File: src/rtl/apb_master_bridge_if.sv
// Bundle of the local command/response port and the APB requester bus.
// The master modport is the bridge's view; the slave modport is the view
// of the environment that issues commands and plays the APB slave.
interface apb_master_bridge_if #(
  parameter int unsigned DATA_WIDTH = 32,
  parameter int unsigned ADDR_WIDTH = 32
);
  // local command port
  logic                  cmd_valid;
  logic                  cmd_ready;
  logic                  cmd_write;
  logic [ADDR_WIDTH-1:0] cmd_addr;
  logic [DATA_WIDTH-1:0] cmd_wdata;
  // local response port
  logic                  rsp_valid;
  logic [DATA_WIDTH-1:0] rsp_rdata;
  logic                  rsp_err;
  logic                  rsp_timeout;
  // APB bus
  logic                  psel;
  logic                  penable;
  logic                  pwrite;
  logic [ADDR_WIDTH-1:0] paddr;
  logic [DATA_WIDTH-1:0] pwdata;
  logic                  pready;
  logic [DATA_WIDTH-1:0] prdata;
  logic                  pslverr;

  modport master (
    input  cmd_valid, cmd_write, cmd_addr, cmd_wdata,
    output cmd_ready,
    output rsp_valid, rsp_rdata, rsp_err, rsp_timeout,
    output psel, penable, pwrite, paddr, pwdata,
    input  pready, prdata, pslverr
  );

  modport slave (
    output cmd_valid, cmd_write, cmd_addr, cmd_wdata,
    input  cmd_ready,
    input  rsp_valid, rsp_rdata, rsp_err, rsp_timeout,
    input  psel, penable, pwrite, paddr, pwdata,
    output pready, prdata, pslverr
  );
endinterface

File: src/rtl/apb_master_bridge.sv
// APB requester bridge: single-beat valid/ready commands become APB
// SETUP/ACCESS transfers; completion, slave error and wait-state timeout
// are reported as a one-cycle response pulse.
module apb_master_bridge #(
  parameter int unsigned DATA_WIDTH     = 32,
  parameter int unsigned ADDR_WIDTH     = 32,
  parameter int unsigned TIMEOUT_CYCLES = 8
) (
  input  logic pclk,
  input  logic preset,
  apb_master_bridge_if.master bus
);

  localparam int unsigned CW = (TIMEOUT_CYCLES > 0) ? $clog2(TIMEOUT_CYCLES + 1) : 1;
  localparam logic [CW-1:0] TO_VAL = CW'(TIMEOUT_CYCLES);

  typedef enum logic [1:0] {
    ST_IDLE,
    ST_SETUP,
    ST_ACCESS
  } state_t;

  state_t                state_q, state_d;
  logic                  psel_q, penable_q;
  logic                  pwrite_q, pwrite_d;
  logic [ADDR_WIDTH-1:0] paddr_q, paddr_d;
  logic [DATA_WIDTH-1:0] pwdata_q, pwdata_d;
  logic [CW-1:0]         wait_q, wait_d;
  logic                  rsp_valid_q, rsp_valid_d;
  logic [DATA_WIDTH-1:0] rsp_rdata_q, rsp_rdata_d;
  logic                  rsp_err_q, rsp_err_d;
  logic                  rsp_timeout_q, rsp_timeout_d;

  logic timeout_hit;
  logic cmd_ready;
  logic accept;

  assign timeout_hit = (TIMEOUT_CYCLES != 0) && (wait_q == TO_VAL) && !bus.pready;
  assign cmd_ready   = !preset && ((state_q == ST_IDLE) ||
                       ((state_q == ST_ACCESS) && (bus.pready || timeout_hit)));
  assign accept      = bus.cmd_valid && cmd_ready;

  // Next-state, address/data latch, wait counter and response generation
  always_comb begin
    state_d       = state_q;
    pwrite_d      = pwrite_q;
    paddr_d       = paddr_q;
    pwdata_d      = pwdata_q;
    wait_d        = wait_q;
    rsp_valid_d   = 1'b0;
    rsp_rdata_d   = rsp_rdata_q;
    rsp_err_d     = rsp_err_q;
    rsp_timeout_d = rsp_timeout_q;

    case (state_q)
      ST_IDLE: begin
        wait_d = '0;
        if (accept) state_d = ST_SETUP;
      end
      ST_SETUP: begin
        wait_d  = '0;
        state_d = ST_ACCESS;
      end
      ST_ACCESS: begin
        if (bus.pready) begin
          rsp_valid_d   = 1'b1;
          rsp_rdata_d   = pwrite_q ? '0 : bus.prdata;
          rsp_err_d     = bus.pslverr;
          rsp_timeout_d = 1'b0;
          state_d       = accept ? ST_SETUP : ST_IDLE;
        end else if (timeout_hit) begin
          rsp_valid_d   = 1'b1;
          rsp_rdata_d   = '0;
          rsp_err_d     = 1'b1;
          rsp_timeout_d = 1'b1;
          state_d       = accept ? ST_SETUP : ST_IDLE;
        end else begin
          wait_d = wait_q + CW'(1);
        end
      end
      default: state_d = ST_IDLE;
    endcase

    // Both the IDLE and the back-to-back ACCESS accept paths latch here
    if (accept) begin
      pwrite_d = bus.cmd_write;
      paddr_d  = bus.cmd_addr;
      pwdata_d = bus.cmd_wdata;
    end
  end

  // State and registered bus/response outputs
  always_ff @(posedge pclk) begin
    if (preset) begin
      state_q       <= ST_IDLE;
      psel_q        <= 1'b0;
      penable_q     <= 1'b0;
      pwrite_q      <= 1'b0;
      paddr_q       <= '0;
      pwdata_q      <= '0;
      wait_q        <= '0;
      rsp_valid_q   <= 1'b0;
      rsp_rdata_q   <= '0;
      rsp_err_q     <= 1'b0;
      rsp_timeout_q <= 1'b0;
    end else begin
      state_q       <= state_d;
      psel_q        <= (state_d != ST_IDLE);
      penable_q     <= (state_d == ST_ACCESS);
      pwrite_q      <= pwrite_d;
      paddr_q       <= paddr_d;
      pwdata_q      <= pwdata_d;
      wait_q        <= wait_d;
      rsp_valid_q   <= rsp_valid_d;
      rsp_rdata_q   <= rsp_rdata_d;
      rsp_err_q     <= rsp_err_d;
      rsp_timeout_q <= rsp_timeout_d;
    end
  end

  assign bus.cmd_ready   = cmd_ready;
  assign bus.psel        = psel_q;
  assign bus.penable     = penable_q;
  assign bus.pwrite      = pwrite_q;
  assign bus.paddr       = paddr_q;
  assign bus.pwdata      = pwdata_q;
  assign bus.rsp_valid   = rsp_valid_q;
  assign bus.rsp_rdata   = rsp_rdata_q;
  assign bus.rsp_err     = rsp_err_q;
  assign bus.rsp_timeout = rsp_timeout_q;

endmodule

File: src/flat_wrapper.sv
// flat-port wrapper written by rule: the top's interface ports become plain ports
module apb_master_bridge_flat 
#(
  parameter int unsigned DATA_WIDTH     = 32,
  parameter int unsigned ADDR_WIDTH     = 32,
  parameter int unsigned TIMEOUT_CYCLES = 8
)
  (pclk, preset, bus_cmd_valid, bus_cmd_write, bus_cmd_addr, bus_cmd_wdata, bus_cmd_ready, bus_rsp_valid, bus_rsp_rdata, bus_rsp_err, bus_rsp_timeout, bus_psel, bus_penable, bus_pwrite, bus_paddr, bus_pwdata, bus_pready, bus_prdata, bus_pslverr);
  apb_master_bridge_if #(.DATA_WIDTH(DATA_WIDTH), .ADDR_WIDTH(ADDR_WIDTH)) bus_i ();
  input  logic pclk;
  input  logic preset;
  input wire logic [$bits(bus_i.cmd_valid)-1:0] bus_cmd_valid;
  input wire logic [$bits(bus_i.cmd_write)-1:0] bus_cmd_write;
  input wire logic [$bits(bus_i.cmd_addr)-1:0] bus_cmd_addr;
  input wire logic [$bits(bus_i.cmd_wdata)-1:0] bus_cmd_wdata;
  output wire logic [$bits(bus_i.cmd_ready)-1:0] bus_cmd_ready;
  output wire logic [$bits(bus_i.rsp_valid)-1:0] bus_rsp_valid;
  output wire logic [$bits(bus_i.rsp_rdata)-1:0] bus_rsp_rdata;
  output wire logic [$bits(bus_i.rsp_err)-1:0] bus_rsp_err;
  output wire logic [$bits(bus_i.rsp_timeout)-1:0] bus_rsp_timeout;
  output wire logic [$bits(bus_i.psel)-1:0] bus_psel;
  output wire logic [$bits(bus_i.penable)-1:0] bus_penable;
  output wire logic [$bits(bus_i.pwrite)-1:0] bus_pwrite;
  output wire logic [$bits(bus_i.paddr)-1:0] bus_paddr;
  output wire logic [$bits(bus_i.pwdata)-1:0] bus_pwdata;
  input wire logic [$bits(bus_i.pready)-1:0] bus_pready;
  input wire logic [$bits(bus_i.prdata)-1:0] bus_prdata;
  input wire logic [$bits(bus_i.pslverr)-1:0] bus_pslverr;
  assign bus_i.cmd_valid = bus_cmd_valid;
  assign bus_i.cmd_write = bus_cmd_write;
  assign bus_i.cmd_addr = bus_cmd_addr;
  assign bus_i.cmd_wdata = bus_cmd_wdata;
  assign bus_cmd_ready = bus_i.cmd_ready;
  assign bus_rsp_valid = bus_i.rsp_valid;
  assign bus_rsp_rdata = bus_i.rsp_rdata;
  assign bus_rsp_err = bus_i.rsp_err;
  assign bus_rsp_timeout = bus_i.rsp_timeout;
  assign bus_psel = bus_i.psel;
  assign bus_penable = bus_i.penable;
  assign bus_pwrite = bus_i.pwrite;
  assign bus_paddr = bus_i.paddr;
  assign bus_pwdata = bus_i.pwdata;
  assign bus_i.pready = bus_pready;
  assign bus_i.prdata = bus_prdata;
  assign bus_i.pslverr = bus_pslverr;
  apb_master_bridge #(.DATA_WIDTH(DATA_WIDTH), .ADDR_WIDTH(ADDR_WIDTH), .TIMEOUT_CYCLES(TIMEOUT_CYCLES)) u_core (.pclk(pclk), .preset(preset), .bus(bus_i));
endmodule
File: config.mk
export PLATFORM = sky130hd
export DESIGN_NAME = apb_master_bridge_flat
export DESIGN_NICKNAME = d
export VERILOG_FILES = /design/src/rtl/apb_master_bridge_if.sv /design/src/rtl/apb_master_bridge.sv /design/src/flat_wrapper.sv
export SDC_FILE = /design/constraint.sdc
export NUM_CORES = 1
export LEC_CHECK = 0
export CAP_MARGIN = 0
export CORE_ASPECT_RATIO = 0.9
export CORE_MARGIN = 4
export CORE_UTILIZATION = 35
export CTS_BUF_LIST = sky130_fd_sc_hd__clkbuf_16
export DETAILED_ROUTE_END_ITERATION = 10
export GPL_TIMING_DRIVEN = 0
export PLACE_DENSITY_LB_ADDON = 0.2
export SYNTH_ARGS = -nofsm -noshare
export SYNTH_HDL_FRONTEND = slang
export SYNTH_SLANG_ARGS = --single-unit
File: constraint.sdc
create_clock -name pclk -period 4.45 [get_ports pclk]
set_clock_uncertainty 0.2 [all_clocks]
set_input_delay 0.445 -clock pclk [delete_from_list [all_inputs] [get_ports pclk]]
set_output_delay 0.445 -clock pclk [all_outputs]
set_load 0.01 [all_outputs]
==> run summary <==
FINISH
----------------------------------------------------------------------------------------
NumNets Final .............................................................          729
Most frequent cells in the layout ......................................... sky130_fd_sc_hd__clkdlybuf4s50_1, sky130_fd_sc_hd__nand2_1, sky130_fd_sc_hd__dfxtp_1, sky130_fd_sc_hd__mux2i_1, sky130_fd_sc_hd__a32o_1
Core Util, Final ..........................................................        58.0%
Area Overhead vs Synth ....................................................        60.5%
Share of post-route cells with drive strength above 1 .....................        6.19%
Most common cell after layout, fill and taps aside ........................ sky130_fd_sc_hd__clkdlybuf4s50_1
Number of diodes added for antenna fixing .................................            0

ROUTING
----------------------------------------------------------------------------------------
Number of iterations in the first detailed-routing pass ...................            4
Vias per std cell .........................................................         4.74
DR iter-0 viols ...........................................................          177
Antenna-violating nets left ...............................................            0
DRC violations left .......................................................            0
Count of vias placed by the detailed router ...............................         3725
Post-detailed-routing wire length .........................................      12.4 mm
Wire length per cell after detailed routing ...............................      15.8 um

TIMING
----------------------------------------------------------------------------------------
Rel. slew slack ...........................................................        64.9%
Setup repair after global routing missed its margin .......................           no
Final-report hold violation count .........................................            0
Portion of the clock cycle consumed by the worst path in the final layout .        61.4%
Setup total negative slack ................................................         0 ps
# setup viols final .......................................................            0
Fmax ......................................................................      366 MHz
Least-Margin Pin Slew .....................................................       527 ps
Final critical path time including I/O delays and setup ...................      2730 ps
Final slew viol count .....................................................            0

CLOCKING
----------------------------------------------------------------------------------------
Clock tree from TritonCTS .................................................        built
CTS root buffer ........................................................... sky130_fd_sc_hd__clkbuf_16
Post-CTS Repair Setup Buffers .............................................            0
Total clock sinks .........................................................          108
Resized cells post-CTS ....................................................            0
CTS H-tree depth ..........................................................            3
Post-CTS Hold Fix Bufs ....................................................            0
Number of buffers added by the clock tree synthesis step ..................            9
Reg clk slew, reported paths ..............................................        80 ps
Clock Latency Late Sink ...................................................       340 ps
Maximum buffer depth of the clock tree ....................................            2

GLOBAL ROUTING
----------------------------------------------------------------------------------------
Largest net degree at the start of global routing .........................           20
GRT Util Overall ..........................................................        17.8%
Wire length of the first global-routing pass ..............................      19.3 mm
Number of global-route vias before repair .................................         3812
Global route total overflow ...............................................            0
Antenna violations before repair ..........................................            0

YOSYS
----------------------------------------------------------------------------------------
XOR/XNOR share of the synthesized area ....................................           0%
Syn Inst Count ............................................................          412
Count of warnings emitted by yosys ........................................            0
Fraction of the mapped netlist area in adder cells ........................       0.601%
Sequential element share of the synthesized area ..........................        51.9%
Number of synthesized register bits .......................................          108
Total nets after synthesis ................................................          516
Synthesized area ..........................................................   4170 sq um
Multiplexer fraction of the synthesized cell area .........................        15.6%
Post-synthesis compound-gate area fraction ................................        10.6%
Combinational family with the most area after synthesis ................... multiplexers
Number of distinct standard cells referenced by the synthesized netlist ...           32
Simple-Gate Fraction of Synth Area ........................................        15.2%
Post-Synthesis Mean Instance Area .........................................   10.1 sq um

JOB
----------------------------------------------------------------------------------------
Count of max-cap constraint violations ....................................            0

CRITICAL PATH
----------------------------------------------------------------------------------------
Type of element launching the critical path ...............................    flip-flop
Max Fanout on Critical Path ...............................................            5
Critical Setup Path Class ................................................. flip-flop to output pin
Req. time, crit path ......................................................      3810 ps
Sort of element at the end of the critical path ...........................   output pin
Worst EP arrival ..........................................................      2090 ps

PWR
----------------------------------------------------------------------------------------
Final Power ...............................................................      2230 uW
Total power per unit cell area ............................................  333 nW/um^2
Leakage power figure ......................................................   0.00259 uW
Max IR drop VDD ...........................................................     0.182 mV

DIE
----------------------------------------------------------------------------------------
Starting Density ..........................................................        36.1%
Horiz. Die Dim ............................................................       123 um
Core Area .................................................................  11500 sq um
# IOs .....................................................................          205
Y dimension of the die ....................................................       112 um
Row Count .................................................................           37
DIE AREA ..................................................................  13700 sq um

PLACEMENT
----------------------------------------------------------------------------------------
Sum of net half-perimeters after detailed placement .......................      9.51 mm
Count of port buffers added during placement ..............................          202
Routability-driven placement congestion ratio .............................        0.810

STATUS
----------------------------------------------------------------------------------------
Run status ................................................................ finished, final reports clean

MIN PATH
----------------------------------------------------------------------------------------
Class of the most critical hold timing path ............................... input port to flip-flop

## through the flow
stage	cell area (sq um)	setup WS [ps]	hold WS (ps)	std cells
global route	6690	1640	194	786
global placement	6380	2170	242	770
finish	6690	1720	194	786
CTS	6690	1720	172	786
floorplan	4170	2660	278	412
detailed placement	6380	2110	249	770
## synthesized netlist by cell type
library cell	n	area [sq um]
sky130_fd_sc_hd__o31ai_1	3	22.5
sky130_fd_sc_hd__nand2b_1	2	12.5
sky130_fd_sc_hd__nor3_1	1	5.00
sky130_fd_sc_hd__mux2i_1	65	651
sky130_fd_sc_hd__ha_1	2	25.0
sky130_fd_sc_hd__and3_1	1	6.26
sky130_fd_sc_hd__and2b_1	1	7.51
sky130_fd_sc_hd__a311oi_2	1	15.0
sky130_fd_sc_hd__dfxtp_1	108	2160
sky130_fd_sc_hd__buf_6	1	11.3
sky130_fd_sc_hd__nor4_1	1	6.26
sky130_fd_sc_hd__nor3b_1	1	7.51
sky130_fd_sc_hd__nand3b_4	1	20.0
sky130_fd_sc_hd__o31a_1	1	8.76
sky130_fd_sc_hd__a21bo_1	1	10.0
sky130_fd_sc_hd__o21ai_2	1	8.76
sky130_fd_sc_hd__buf_4	1	7.51
sky130_fd_sc_hd__nor2_1	2	7.51
sky130_fd_sc_hd__or4_1	2	15.0
sky130_fd_sc_hd__inv_1	4	15.0
sky130_fd_sc_hd__nand3_1	2	10.0
sky130_fd_sc_hd__buf_12	5	100
sky130_fd_sc_hd__nand4b_1	2	17.5
sky130_fd_sc_hd__nand2_1	130	488
sky130_fd_sc_hd__nor4_4	1	21.3
sky130_fd_sc_hd__and3b_1	1	8.76
sky130_fd_sc_hd__buf_2	10	50.1
sky130_fd_sc_hd__a21oi_1	8	40.0
sky130_fd_sc_hd__a32o_1	32	320
sky130_fd_sc_hd__clkbuf_1	17	63.8
sky130_fd_sc_hd__a211oi_1	2	15.0
sky130_fd_sc_hd__inv_2	2	7.51
## worst max-delay path, cell delays in order, from the launching register on
cell	delay, ps
sky130_fd_sc_hd__dfxtp_1	360
sky130_fd_sc_hd__inv_1	80
sky130_fd_sc_hd__ha_1	210
sky130_fd_sc_hd__nand3b_4	120
sky130_fd_sc_hd__and3_1	230
sky130_fd_sc_hd__nor3_1	160
sky130_fd_sc_hd__clkdlybuf4s50_1	580
## worst paths after layout
kind / from / endpoint / slack [ps] / depth (start not counted)
setup / recovery: u_core.wait_q[0] / bus_cmd_ready / 1720 / 6
hold / removal: preset / u_core.state_q[1] / 190 / 2
setup reg to reg: u_core.wait_q[0] / u_core.bus.pwdata[15] / 2310 / 7
hold reg to reg: u_core.bus.pwdata[5] / u_core.bus.pwdata[5] / 260 / 2
## layer usage
metal	track usage, %	part of all wire [%]	vias up
met2	31.5	52	92
met4	5.17	1.4	0
met5	0	0	-
met1	20.6	40	1767
met3	5.18	5.7	14
li1	-	-	1852
## report_power, final
| group | switching [uW] | internal, uW | leakage [uW] |
|---|---|---|---|
| combinational | 149 | 223 | 0.00156 |
| clock | 370 | 444 | 0.000143 |
| sequential | 27.9 | 1020 | 0.000883 |
## state kept, by name, summed over array words and instances, names as in the netlist, 2 cells and up
name,cells
u_core.bus.paddr,32
u_core.bus.rsp_rdata,32
u_core.state_q,2
u_core.bus.pwdata,32
u_core.wait_q,4
## cells by family (layout without fill, tap and decap cells)
| kind of cell | count (synthesis) | after routing |
|---|---|---|
| AND/OR/NAND/NOR | 148 | 148 |
| flip-flops | 108 | 108 |
| buffers and inverters | 40 | 258 |
| multiplexers | 65 | 65 |
| AO/OA/AOI/OAI | 49 | 49 |
| adder cells (fa/ha/maj) | 2 | 2 |
## layout make-up
cell class,instances,area (sq um)
Fill cell,1000,4840
Inverter,6,22.5
Clock inverter,7,80.1
Timing Repair Buffer,202,2020
Clock buffer,9,225
Sequential cell,108,2160
Multi-Input combinational cell,264,1750
Buffer,34,233
Tap cell,156,195
No activity file was read; power rests on OpenSTA's default activity.
